**src/rtl/inv_mix_columns_seq.sv**
```systemverilog
// Column-serial AES InvMixColumns engine.
// One shared column datapath walks the four columns of a held state.
module inv_mix_columns_seq #(
  parameter bit INV_IN = 1'b1
) (
  input  logic         clk,
  input  logic         rst_n,
  input  logic         in_valid,
  output logic         in_ready,
  input  logic [127:0] in_data,
  output logic         out_valid,
  input  logic         out_ready,
  output logic [127:0] out_data
);

  typedef enum logic [1:0] {
    IDLE = 2'd0,
    BUSY = 2'd1,
    DONE = 2'd2
  } state_e;

  state_e       state_q;
  logic [1:0]   col_q;
  logic [127:0] data_q;
  logic [127:0] data_d;

  logic [31:0]  col_raw;
  logic [31:0]  col_a;
  logic [31:0]  col_r;

  function automatic logic [7:0] xt(input logic [7:0] b);
    xt = {b[6:0], 1'b0} ^ (b[7] ? 8'h1B : 8'h00);
  endfunction

  function automatic logic [7:0] m09(input logic [7:0] b);
    logic [7:0] b8;
    b8 = xt(xt(xt(b)));
    m09 = b8 ^ b;
  endfunction

  function automatic logic [7:0] m0b(input logic [7:0] b);
    logic [7:0] b2;
    b2 = xt(b);
    m0b = xt(xt(b2)) ^ b2 ^ b;
  endfunction

  function automatic logic [7:0] m0d(input logic [7:0] b);
    logic [7:0] b4;
    b4 = xt(xt(b));
    m0d = xt(b4) ^ b4 ^ b;
  endfunction

  function automatic logic [7:0] m0e(input logic [7:0] b);
    logic [7:0] b2;
    logic [7:0] b4;
    b2 = xt(b);
    b4 = xt(b2);
    m0e = xt(b4) ^ b4 ^ b2;
  endfunction

  // Select the active column, optionally undo the forward complement
  always_comb begin
    col_raw = 32'h0;
    unique case (col_q)
      2'd0: col_raw = data_q[127:96];
      2'd1: col_raw = data_q[95:64];
      2'd2: col_raw = data_q[63:32];
      2'd3: col_raw = data_q[31:0];
      default: col_raw = 32'h0;
    endcase
    col_a = INV_IN ? ~col_raw : col_raw;
  end

  // Shared InvMixColumns column datapath
  always_comb begin
    logic [7:0] a0, a1, a2, a3;
    a0 = col_a[31:24];
    a1 = col_a[23:16];
    a2 = col_a[15:8];
    a3 = col_a[7:0];
    col_r[31:24] = m0e(a0) ^ m0b(a1) ^ m0d(a2) ^ m09(a3);
    col_r[23:16] = m09(a0) ^ m0e(a1) ^ m0b(a2) ^ m0d(a3);
    col_r[15:8]  = m0d(a0) ^ m09(a1) ^ m0e(a2) ^ m0b(a3);
    col_r[7:0]   = m0b(a0) ^ m0d(a1) ^ m09(a2) ^ m0e(a3);
  end

  // Write the column result back into its slot
  always_comb begin
    data_d = data_q;
    unique case (col_q)
      2'd0: data_d[127:96] = col_r;
      2'd1: data_d[95:64]  = col_r;
      2'd2: data_d[63:32]  = col_r;
      2'd3: data_d[31:0]   = col_r;
      default: data_d = data_q;
    endcase
  end

  // Sequencer: accept, walk four columns, hold until taken
  always_ff @(posedge clk or negedge rst_n) begin
    if (!rst_n) begin
      state_q <= IDLE;
      col_q   <= 2'd0;
      data_q  <= 128'h0;
    end else begin
      unique case (state_q)
        IDLE: begin
          if (in_valid) begin
            data_q  <= in_data;
            col_q   <= 2'd0;
            state_q <= BUSY;
          end
        end
        BUSY: begin
          data_q <= data_d;
          col_q  <= col_q + 2'd1;
          if (col_q == 2'd3) state_q <= DONE;
        end
        DONE: begin
          if (out_ready) begin
            if (in_valid) begin
              data_q  <= in_data;
              col_q   <= 2'd0;
              state_q <= BUSY;
            end else begin
              state_q <= IDLE;
            end
          end
        end
        default: state_q <= IDLE;
      endcase
    end
  end

  assign in_ready  = (state_q == IDLE) |
                     ((state_q == DONE) & out_ready);
  assign out_valid = (state_q == DONE);
  assign out_data  = data_q;

endmodule

```
**config.mk**
```make
export PLATFORM = sky130hd
export DESIGN_NAME = inv_mix_columns_seq
export DESIGN_NICKNAME = d
export VERILOG_FILES = /design/src/rtl/inv_mix_columns_seq.sv
export SDC_FILE = /design/constraint.sdc
export NUM_CORES = 1
export LEC_CHECK = 0
export CAP_MARGIN = 10
export CORE_MARGIN = 2
export CORE_UTILIZATION = 54
export CTS_CLUSTER_DIAMETER = 60
export DETAILED_ROUTE_END_ITERATION = 10
export PLACE_DENSITY_LB_ADDON = 0.25
export SETUP_SLACK_MARGIN = 0.4
export SLEW_MARGIN = 5
export SYNTH_ARGS = -nofsm -noshare
export SYNTH_HDL_FRONTEND = slang
export SYNTH_SLANG_ARGS = --single-unit
```
**constraint.sdc**
```tcl
create_clock -name clk -period 6.8 [get_ports clk]
set_input_delay 2.04 -clock clk [delete_from_list [all_inputs] [get_ports clk]]
set_output_delay 2.04 -clock clk [all_outputs]
set_load 0.02 [all_outputs]
```
# After elaboration in Yosys (flattened, before gate mapping)
# Index checks and enable logic that the tools add are counted.
[word_totals] register_bits=132 input_bits=132 out_inout_bits=130 wordCells=106
[op_classes] add_sub_neg=1 n_eq_ne=11 muxes=28 bitwise=51 n_reduce_logical=9
[op_table] op="$pmux 128 s3" n=1
[op_table] op="$xor 8x8->8" n=39
[op_table] op="$mux 128" n=2
[op_table] op="$mux 32" n=4
[op_table] op="$pmux 32 s4" n=1
[op_table] op="$xor 8x5->8" n=9
[op_table] op="$mux 5" n=12
[op_table] op="$not 32->32" n=1
[op_table] op="$reduce_and 3->1" n=5
[op_table] op="$pmux 2 s3" n=2
[op_table] op="$mux 2" n=5
[op_table] op="$ne 2x2->1 const B" n=5
[op_table] op="$eq 2x2->1 const B" n=3
[op_table] op="$eq 2x1->1 const B" n=2
[op_table] op="$logic_not 2->1" n=2
[op_table] op="$reduce_bool 3->1" n=1
[op_table] op="$add 2x1->2 const B" n=1
[op_table] op="$ne 2x1->1 const B" n=1
[op_table] op="$reduce_and 2->1" n=1
[op_table] op="$and 1x1->1" n=1
[op_table] op="$mux 1" n=1
[op_table] op="$or 1x1->1" n=1

# Logic depth before layout (Yosys ltp)
# Gate-level depths: netlist of run 1.
[depth] ltp_word=16 ltp_mapped=14 depth_no_buf=10

# Worst setup path after synthesis of run 1
# No wires, ideal clock.
[synth_path] path_kind="input to output" startpoint="input port out_ready" endpoint="output port in_ready" arrival_ns=2.443 t_required_ns=4.760 setup_slack_ns=2.317 path_stages=2 n_path_buf=0 path_cell_list="inv_1 a21oi_1"
[synth_between] elab_chain_cells=2
[synth_rtl] element="start, declared" line="12" rtl="input logic out_ready,"
[synth_rtl] element="$and 1x1->1" line="136" rtl="((state_q == DONE) & out_ready);"
[synth_rtl] element="$or 1x1->1" line="135" rtl="assign in_ready = (state_q == IDLE) |"
[synth_rtl] element="end, declared" line="9" rtl="output logic in_ready,"
# Every way passes these cells.

# Worst setup path in the final report of run 1
# Same ends and word-level chain as after synthesis.

==> results of run 1 <==
[cells by family (layout without fill, tap and decap cells)]
kind of cell,after synthesis,after routing,share of synthesized area
and+or+nand+nor,356,356,0.143
xor gates and xnor gates,293,293,0.290
AOI/OAI and AO/OA,257,257,0.167
DFF,132,132,0.330
buffers and inverters,114,336,0.0456
muxes,16,16,0.0185
adders and majority gates,5,5,0.00625
[layout make-up]
type,count,area share
sequential,132,0.247
clock buffer,17,0.0318
clock inverter,15,0.0117
timing repair buffer,299,0.217
inverter,5,0.00140
tap,229,0.0214
multi-input combinational,927,0.470
[how the worst max path moves through the flow]
stage / startpoint / end / slack (ps) / depth (start not counted)
2_1_floorplan: out_ready / in_ready / 2320 / 2
3_3_place_gp: out_ready / in_ready / 1460 / 4
3_5_place_dp: out_ready / in_ready / 1470 / 4
4_1_cts: out_ready / in_ready / 1460 / 4
5_1_grt: out_ready / in_ready / 1410 / 4
6_report: out_ready / in_ready / 1470 / 4
[state kept, by name, summed over array words and instances (netlist names)]
register,cells
out_data,128
state_q,2
col_q,2
[layout by cell type (no fill, tap or decap), types with 2 or more instances in the layout]
cell | netlist | routed
clkdlybuf4s50_1 | 0 | 260
xnor2_1 | 183 | 183
nor2_1 | 164 | 164
nand2_1 | 154 | 154
dfrtp_1 | 132 | 132
xor2_1 | 85 | 85
a21oi_1 | 61 | 61
a31oi_1 | 57 | 57
o31ai_1 | 42 | 42
buf_4 | 0 | 39
a222oi_1 | 32 | 32
o21ai_0 | 25 | 24
xnor3_1 | 24 | 24
o21ai_1 | 21 | 18
clkbuf_16 | 0 | 17
mux2i_1 | 14 | 14
nand3_1 | 12 | 12
and3_1 | 9 | 9
o21ai_2 | 3 | 7
a22oi_1 | 6 | 6
ha_1 | 5 | 5
inv_8 | 0 | 5
inv_1 | 5 | 4
o21a_1 | 4 | 4
inv_6 | 0 | 4
o22ai_1 | 3 | 3
or3b_1 | 3 | 3
or3_1 | 3 | 3
nand4_1 | 3 | 3
nor2b_1 | 3 | 2
mux2i_4 | 2 | 2
clkinv_8 | 0 | 2
clkinv_4 | 0 | 2
clkinvlp_4 | 0 | 2
[worst register-to-register path, stage by stage, from the launching register on]
cell and delay (ps):
dfrtp_1 410, inv_1 100, ha_1 460, buf_4 340
a222oi_1 860, xor2_1 160, a21oi_1 350, xnor3_1 340
xor2_1 780, xnor2_1 160, nor2_1 330, o31ai_1 130
[through the flow]
stage	area (um2)	hold WS, ps
after floorplan	10000	492
after global placement	12800	486
after detailed placement	12800	492
after CTS	13400	507
after global routing	13400	537
final	13400	510
[layer usage]
layer	global-route usage	vias to the layer above
met5	0	-
met4	0.175	0
met3	0.0704	136
met2	0.587	666
met1	0.487	4802
li1	-	4414
==> flow_summary.yaml, run 1 <==
min_path:
  hold_path.startpoint: "out_data[79]"
  timing.hold.worst.class: "flop to flop"
  capture_endpoint_of_the_worst_hold_path: "out_data[79]"
  hold_depth: 2
setup_path:
  worstSetupEndpointType: "output pin"
  critical-path-top-delay-family: "buffers and inverters"
  worstPathCellList: "clkdlybuf4s50_1 -> inv_1 -> a21oi_1 -> clkdlybuf4s50_1"
  regToRegEndpoint: "out_data[125]"
  critical_path_class: "input port to output pin"
  critPathLaunchType: "input port"
  critical_path.n_buffers_inverters: 3
  cell_with_the_biggest_individual_delay_on_the_critical_path: "clkdlybuf4s50_1"
  critical_path_peak_fanout: 3
  cp_slowest_stage_delay_ps: 610
  cpMostUsedCell: "clkdlybuf4s50_1"
  worstPathArrival_ps: 3290
  worst_r2r_startpoint: "col_q[0]"
  r2r_setup_slack_ps: 2210
  rr_worst_depth: 11
  crit_required_ps: 4760
logic_synthesis:
  share_of_yosys_cell_area_claimed_by_the_top_area_cell_type: 0.330
  number_of_library_cell_types_mapped_by_synthesis: 38
  post_synth_most_frequent_cells: "xnor2_1, nor2_1, nand2_1"
  netlist_instances: 1173
  synthFlopType: "dfrtp_1"
  ys_async_sr_fraction: 1.00
  leading_post_synthesis_cells_by_cell_area: "dfrtp_1, xnor2_1, xor2_1, nor2_1, nand2_1"
  synth.net_count: 1310
  synth_edf_count: 0
  synth_warnings: 0
  synth_top_area_cell: "dfrtp_1"
  synth.most_common_cell: "xnor2_1"
  synth_sequential_area_ratio: 0.330
  synthesis.area_per_instance_um2: 8.53
  synth_seq_cells: 132
  netlist_area_um2: 10000
floorplan:
  design.portCount: 262
  core_region_um2: 18100
  dieArea_um2: 19600
  die_h_um: 140
  initial_core_util: 0.554
  die_width_um: 140
  placement_rows: 49
finish:
  antenna-diode-count: 0
  seq_area_um2: 3300
  multiInputGateArea_um2: 6280
  areaGrowthSynthToFinish_pct: 33.5
  layout.nets: 1519
  final_layout_size_suffix_gt1_frac: 0.0616
  post_layout_nonfiller_instances: 1624
  finalCoreUtilization: 0.739
  fill_cells: 1345
route:
  drt.antenna.violating_nets: 0
  top_layer: "met4"
  drt-wirelength-per-cell_um: 22.4
  drt_pre_antenna_iters: 11
  route.met2.wl_mm: 17.2
  postRouteWirelength_mm: 36.5
  drt-vias-per-instance: 6.17
  routedLengthMet1_mm: 14.1
  met3_wirelength_mm: 3.55
  vias: 10000
  first_iter_violations: 1090
  detail_route.drc_violations: 3
sta:
  clock.fmax_mhz: 187
  maxSlewViolCount: 0
  final_hold_viol_count: 0
  min_period_over_period: 0.784
  grt_setup_unrepaired: "false"
  timing.clock.skew_ps: 17.6
  worst_rel_slew_slack: 0.209
  aggregate_negative_setup_slack_ps: 0
  period_minus_slack_ps: 5330
  setup_viol: 0
  measured_slew_at_the_worst_slew_check_pin_ps: 1190
  postLayoutSetupSlackWorst_ps: 1470
job:
  drv.max_cap_violation_count: 0
global_routing:
  maximum_number_of_pins_on_one_net_before_global_route_repair: 71
  grt_usage: 0.369
  grt.overflow.total: 0
  grt_pass1_wl_mm: 55.6
  vias_in_the_first_global_route: 9670
  grt_antenna_before_repair: 0
clock_tree:
  numClockSinks: 132
  clock_tree_from_tritoncts: "yes"
  cts-root-buf: "clkbuf_16"
  clock_insertion_delay_worst_skew_ps: 440
  post_cts.resized_instances: 0
  clkSlewWorstSetupHoldPaths_ps: 60
  cts.repair_timing.setup_buffer_count: 0
  cts_hold_buf: 0
  cts-buffers-inserted: 17
  clock_path_buffers: 2
  ctsHtreeMaxLevel: 4
placed_design:
  placed_cells: 1592
  port_buffers: 261
  hpwlAfterDp_mm: 26.4
  preCtsSetupSlack_ps: 1470
  gp_routability_congestion: 0.952
run_status:
  violations: "design-rule violations"
  status: "finished with violations"
Power of run 1 is not shown: default switching activity piles up to over one toggle a cycle in this logic, so the estimate is an artifact.
==> run 2, diff against run 1 <==
CORE_UTILIZATION = 45   (was 54)
clock period = 4.7 ns   (was 6.8 ns; I/O delays follow)
==> run 2 against run 1 <==
- the run now ends clean
- non-clock buffer count grew 25
- critical path type unchanged
- register-to-register slack lost 1600 ps
- worst setup slack lost 880 ps
- final cell count grew 4.7%
- hold slack gained 3.4 ps
- global-route usage shrank 5.5 points
- highest routed layer unchanged
- utilization shrank 11 points
- count of clock-buffer cells in the layout is the same
==> flow_summary.yaml, run 2 (synthesized netlist as in run 1, its figures left out) <==
finish:
  fill_cells: 1854
  layout.nets: 1544
  most-common-layout-cells: "clkdlybuf4s50_1, xnor2_1, nor2_1, nand2_1, dfrtp_1"
  antenna-diode-count: 0
  largest_register_ff_count: 128
  final_layout_size_suffix_gt1_frac: 0.0789
  areaGrowthSynthToFinish_pct: 36.4
  most_common_library_cell_in_the_layout_ignoring_fill_and_taps: "clkdlybuf4s50_1"
sta:
  min_period_over_period: 0.876
  worst_rel_slew_slack: 0.223
  final_hold_viol_count: 0
  timing.clock.skew_ps: 11.3
  setup_viol: 0
  measured_slew_at_the_worst_slew_check_pin_ps: 1170
  clock.fmax_mhz: 243
  grt_setup_unrepaired: "false"
  aggregate_negative_setup_slack_ps: 0
  maxSlewViolCount: 0
  period_minus_slack_ps: 4120
floorplan:
  initial_core_util: 0.459
  design.portCount: 262
  die_width_um: 153
  placement_rows: 54
  core_region_um2: 21800
  dieArea_um2: 23500
  die_h_um: 153
route:
  vias: 9745
  postRouteWirelength_mm: 37.5
  drt-vias-per-instance: 5.73
  drt.antenna.violating_nets: 0
  drt-wirelength-per-cell_um: 22.0
  first_iter_violations: 1010
  drt_pre_antenna_iters: 6
  detail_route.drc_violations: 0
setup_path:
  regToRegEndpoint: "out_data[101]"
  cpMostUsedCell: "clkdlybuf4s50_1"
  cp_slowest_stage_delay_ps: 630
  cell_with_the_biggest_individual_delay_on_the_critical_path: "clkdlybuf4s50_1"
  crit_start: "out_ready"
  r2r_setup_slack_ps: 610
  worst_r2r_startpoint: "col_q[0]"
  critical_path_peak_fanout: 3
  critical-path-top-delay-family: "buffers and inverters"
  critical_path_class: "input port to output pin"
  rr_worst_depth: 11
  cp.depth: 4
  worstPathArrival_ps: 2710
  worstPathCellList: "clkdlybuf4s50_1 -> inv_1 -> a21oi_1 -> clkdlybuf4s50_1"
  crit_required_ps: 3290
  setup.worst_path.end: "in_ready"
  worstSetupEndpointType: "output pin"
  critical_path.n_buffers_inverters: 3
  critPathLaunchType: "input port"
global_routing:
  grt_pass1_wl_mm: 56.5
  grt.overflow.total: 0
  grt_antenna_before_repair: 0
  grt_usage: 0.314
  maximum_number_of_pins_on_one_net_before_global_route_repair: 95
  vias_in_the_first_global_route: 9681
placed_design:
  gp_routability_congestion: 0.990
  hpwlAfterDp_mm: 27.7
  port_buffers: 261
clock_tree:
  cts-root-buf: "clkbuf_16"
  clock_insertion_delay_worst_skew_ps: 430
  ctsHtreeMaxLevel: 4
  cts-buffers-inserted: 17
  clock_path_buffers: 2
  cts_hold_buf: 0
  clock_tree_from_tritoncts: "yes"
  numClockSinks: 132
  clkSlewWorstSetupHoldPaths_ps: 60
job:
  drv.max_cap_violation_count: 0
min_path:
  timing.hold.worst.class: "flop to flop"
run_status:
  status: "finished clean"
[run 2: cell count changes in the layout (fill, tap and decap cells not counted), sizes merged]
cell,delta
buf,+25
bufinv,+1
clkinv,-1
clkinvlp,+2
inv,-2
[run 2: timing repair]
action	in CTS	in global routing
setup buffers	0	4
setup endpoints to repair	0	12
hold endpoints to repair	0	0
gates resized for setup	0	1
[run 2: area by class of cell]
type,instances,area [um2],share of cell area
sequential,132,3300,0.242
clock inverter,15,145,0.0106
inverter,5,18.8,0.00137
multi-input combinational,927,6280,0.460
clock buffer,17,425,0.0312
timing repair buffer,324,3120,0.229
tap,280,350,0.0257
[run 2: worst min-delay path by stage]
stage | start | depth (start not counted) | slack (ps) | endpoint
global placement | out_data[86] | 2 | 490 | out_data[86]
CTS | out_data[79] | 2 | 510 | out_data[79]
floorplan | col_q[0] | 1 | 490 | col_q[0]
global route | out_data[54] | 2 | 540 | out_data[54]
finish | out_data[79] | 2 | 510 | out_data[79]
detailed placement | out_data[37] | 2 | 500 | out_data[37]
[run 2: metal layers]
| layer | share of wire | up-vias | GRT usage |
|---|---|---|---|
| met2 | 0.48 | 502 | 0.507 |
| met4 | 0.038 | 0 | 0.129 |
| met1 | 0.40 | 4679 | 0.409 |
| li1 | - | 4465 | - |
| met5 | 0 | - | 0 |
| met3 | 0.083 | 99 | 0.0689 |
[run 2: worst min-delay path, cell delays in order, from the launching register on]
cell and delay (ps):
dfrtp_1 370, nand2_1 60, o31ai_1 50
[run 2: metrics by stage]
step                      cells  worst slack [ps]  hold WS [ps]  cell area (um2)  utilization
after global placement     1664               613           490            13000        0.598
after CTS                  1696               567           513            13600        0.624
after detailed placement   1664               581           501            13000        0.598
after floorplan            1173              1220           492            10000            -
final                      1700               582           513            13700        0.626
after global routing       1700               411           539            13700        0.626
Power of run 2 is left out for the same reason.
==> run 3, diff against run 2 <==
CORE_MARGIN = default   (was 2)
MAX_ROUTING_LAYER = met4   (was default)
==> run 3 against run 2 <==
- hold slack is essentially flat
- maximum frequency grew 1.1%
- global-route usage is 2.7 points higher
- sequential share of layout area about the same
- critical endpoint unchanged
- utilization is essentially flat
==> flow_summary.yaml, run 3 (synthesized netlist as in run 1, its figures left out) <==
clock_tree:
  post_cts.resized_instances: 0
  clock_tree_from_tritoncts: "yes"
  cts-root-buf: "clkbuf_16"
  cts.repair_timing.setup_buffer_count: 0
  cts_hold_buf: 0
  numClockSinks: 132
  cts-buffers-inserted: 17
  ctsHtreeMaxLevel: 4
  clkSlewWorstSetupHoldPaths_ps: 60
  clock_path_buffers: 2
  clock_insertion_delay_worst_skew_ps: 440
setup_path:
  regToRegEndpoint: "out_data[91]"
  critical_path_peak_fanout: 3
  r2r_setup_slack_ps: 790
  critPathLaunchType: "input port"
  critical_path_class: "input port to output pin"
  rr_worst_depth: 11
  crit_required_ps: 3290
  worstPathArrival_ps: 2670
  worst_r2r_startpoint: "col_q[0]"
  worstSetupEndpointType: "output pin"
global_routing:
  maximum_number_of_pins_on_one_net_before_global_route_repair: 103
  grt.overflow.total: 0
  grt_antenna_before_repair: 0
  grt_usage: 0.340
  grt_pass1_wl_mm: 55.5
  vias_in_the_first_global_route: 9456
min_path:
  capture_endpoint_of_the_worst_hold_path: "out_data[47]"
  timing.hold.worst.class: "flop to flop"
  hold_path.startpoint: "out_data[47]"
  hold_depth: 2
finish:
  final_layout_size_suffix_gt1_frac: 0.0756
  layout.nets: 1540
  antenna-diode-count: 0
  seq_area_um2: 3300
  multiInputGateArea_um2: 6280
  most-common-layout-cells: "clkdlybuf4s50_1, xnor2_1, nor2_1, nand2_1, dfrtp_1"
  fill_cells: 1913
  most_common_library_cell_in_the_layout_ignoring_fill_and_taps: "clkdlybuf4s50_1"
  areaGrowthSynthToFinish_pct: 36.4
  largest_register_ff_count: 128
sta:
  final_hold_viol_count: 0
  grt_setup_unrepaired: "false"
  measured_slew_at_the_worst_slew_check_pin_ps: 1190
  clock.fmax_mhz: 245
  aggregate_negative_setup_slack_ps: 0
  maxSlewViolCount: 0
  min_period_over_period: 0.867
  timing.clock.skew_ps: 12.5
  setup_viol: 0
  worst_rel_slew_slack: 0.203
  period_minus_slack_ps: 4080
floorplan:
  die_width_um: 151
  core_region_um2: 21800
  dieArea_um2: 22800
  placement_rows: 54
  die_h_um: 151
  initial_core_util: 0.459
  design.portCount: 262
route:
  vias: 9816
  drt-wirelength-per-cell_um: 21.9
  postRouteWirelength_mm: 37.1
  drt-vias-per-instance: 5.79
  met3_wirelength_mm: 3.48
  top_layer: "met4"
  drt_pre_antenna_iters: 8
  drt.antenna.violating_nets: 0
  detail_route.drc_violations: 0
  route.met2.wl_mm: 17.6
  first_iter_violations: 1052
  routedLengthMet1_mm: 14.8
placed_design:
  port_buffers: 261
  hpwlAfterDp_mm: 27.2
  gp_routability_congestion: 0.999
run_status:
  status: "finished clean"
job:
  drv.max_cap_violation_count: 0
[run 3: layout make-up]
class | instances | area share
timing repair buffer | 320 | 0.227
clock buffer | 17 | 0.0311
clock inverter | 15 | 0.0132
sequential | 132 | 0.242
multi-input combinational | 927 | 0.460
tap | 280 | 0.0256
inverter | 5 | 0.00137
[run 3: critical path, stage by stage]
cell and delay [ps]:
clkdlybuf4s50_1 450, inv_1 50, a21oi_1 140, clkdlybuf4s50_1 620
[run 3: how the worst max path moves through the flow]
stage / start / to / slack (ps) / cells after the start
after floorplan: col_q[0] / out_data[100] / 1220 / 13
after global placement: out_ready / in_ready / 610 / 4
after detailed placement: out_ready / in_ready / 640 / 4
after CTS: out_ready / in_ready / 630 / 4
after global routing: out_ready / in_ready / 580 / 4
final: out_ready / in_ready / 620 / 4
[run 3: layer usage]
layer	up-vias	track usage
li1	4447	-
met1	4747	0.437
met2	529	0.529
met3	93	0.0711
met4	0	0.123
met5	-	-
[run 3: stage by stage]
stage          area (um2)  setup slack (ps)   util  hold WS (ps)  cells
2_1_floorplan       10000              1220      -           492   1173
3_3_place_gp        13000               606  0.597           485   1663
3_5_place_dp        13000               640  0.597           493   1663
4_1_cts             13600               626  0.625           507   1695
5_1_grt             13700               577  0.626           539   1696
6_report            13700               625  0.626           513   1696
Power of run 3 is left out for the same reason.
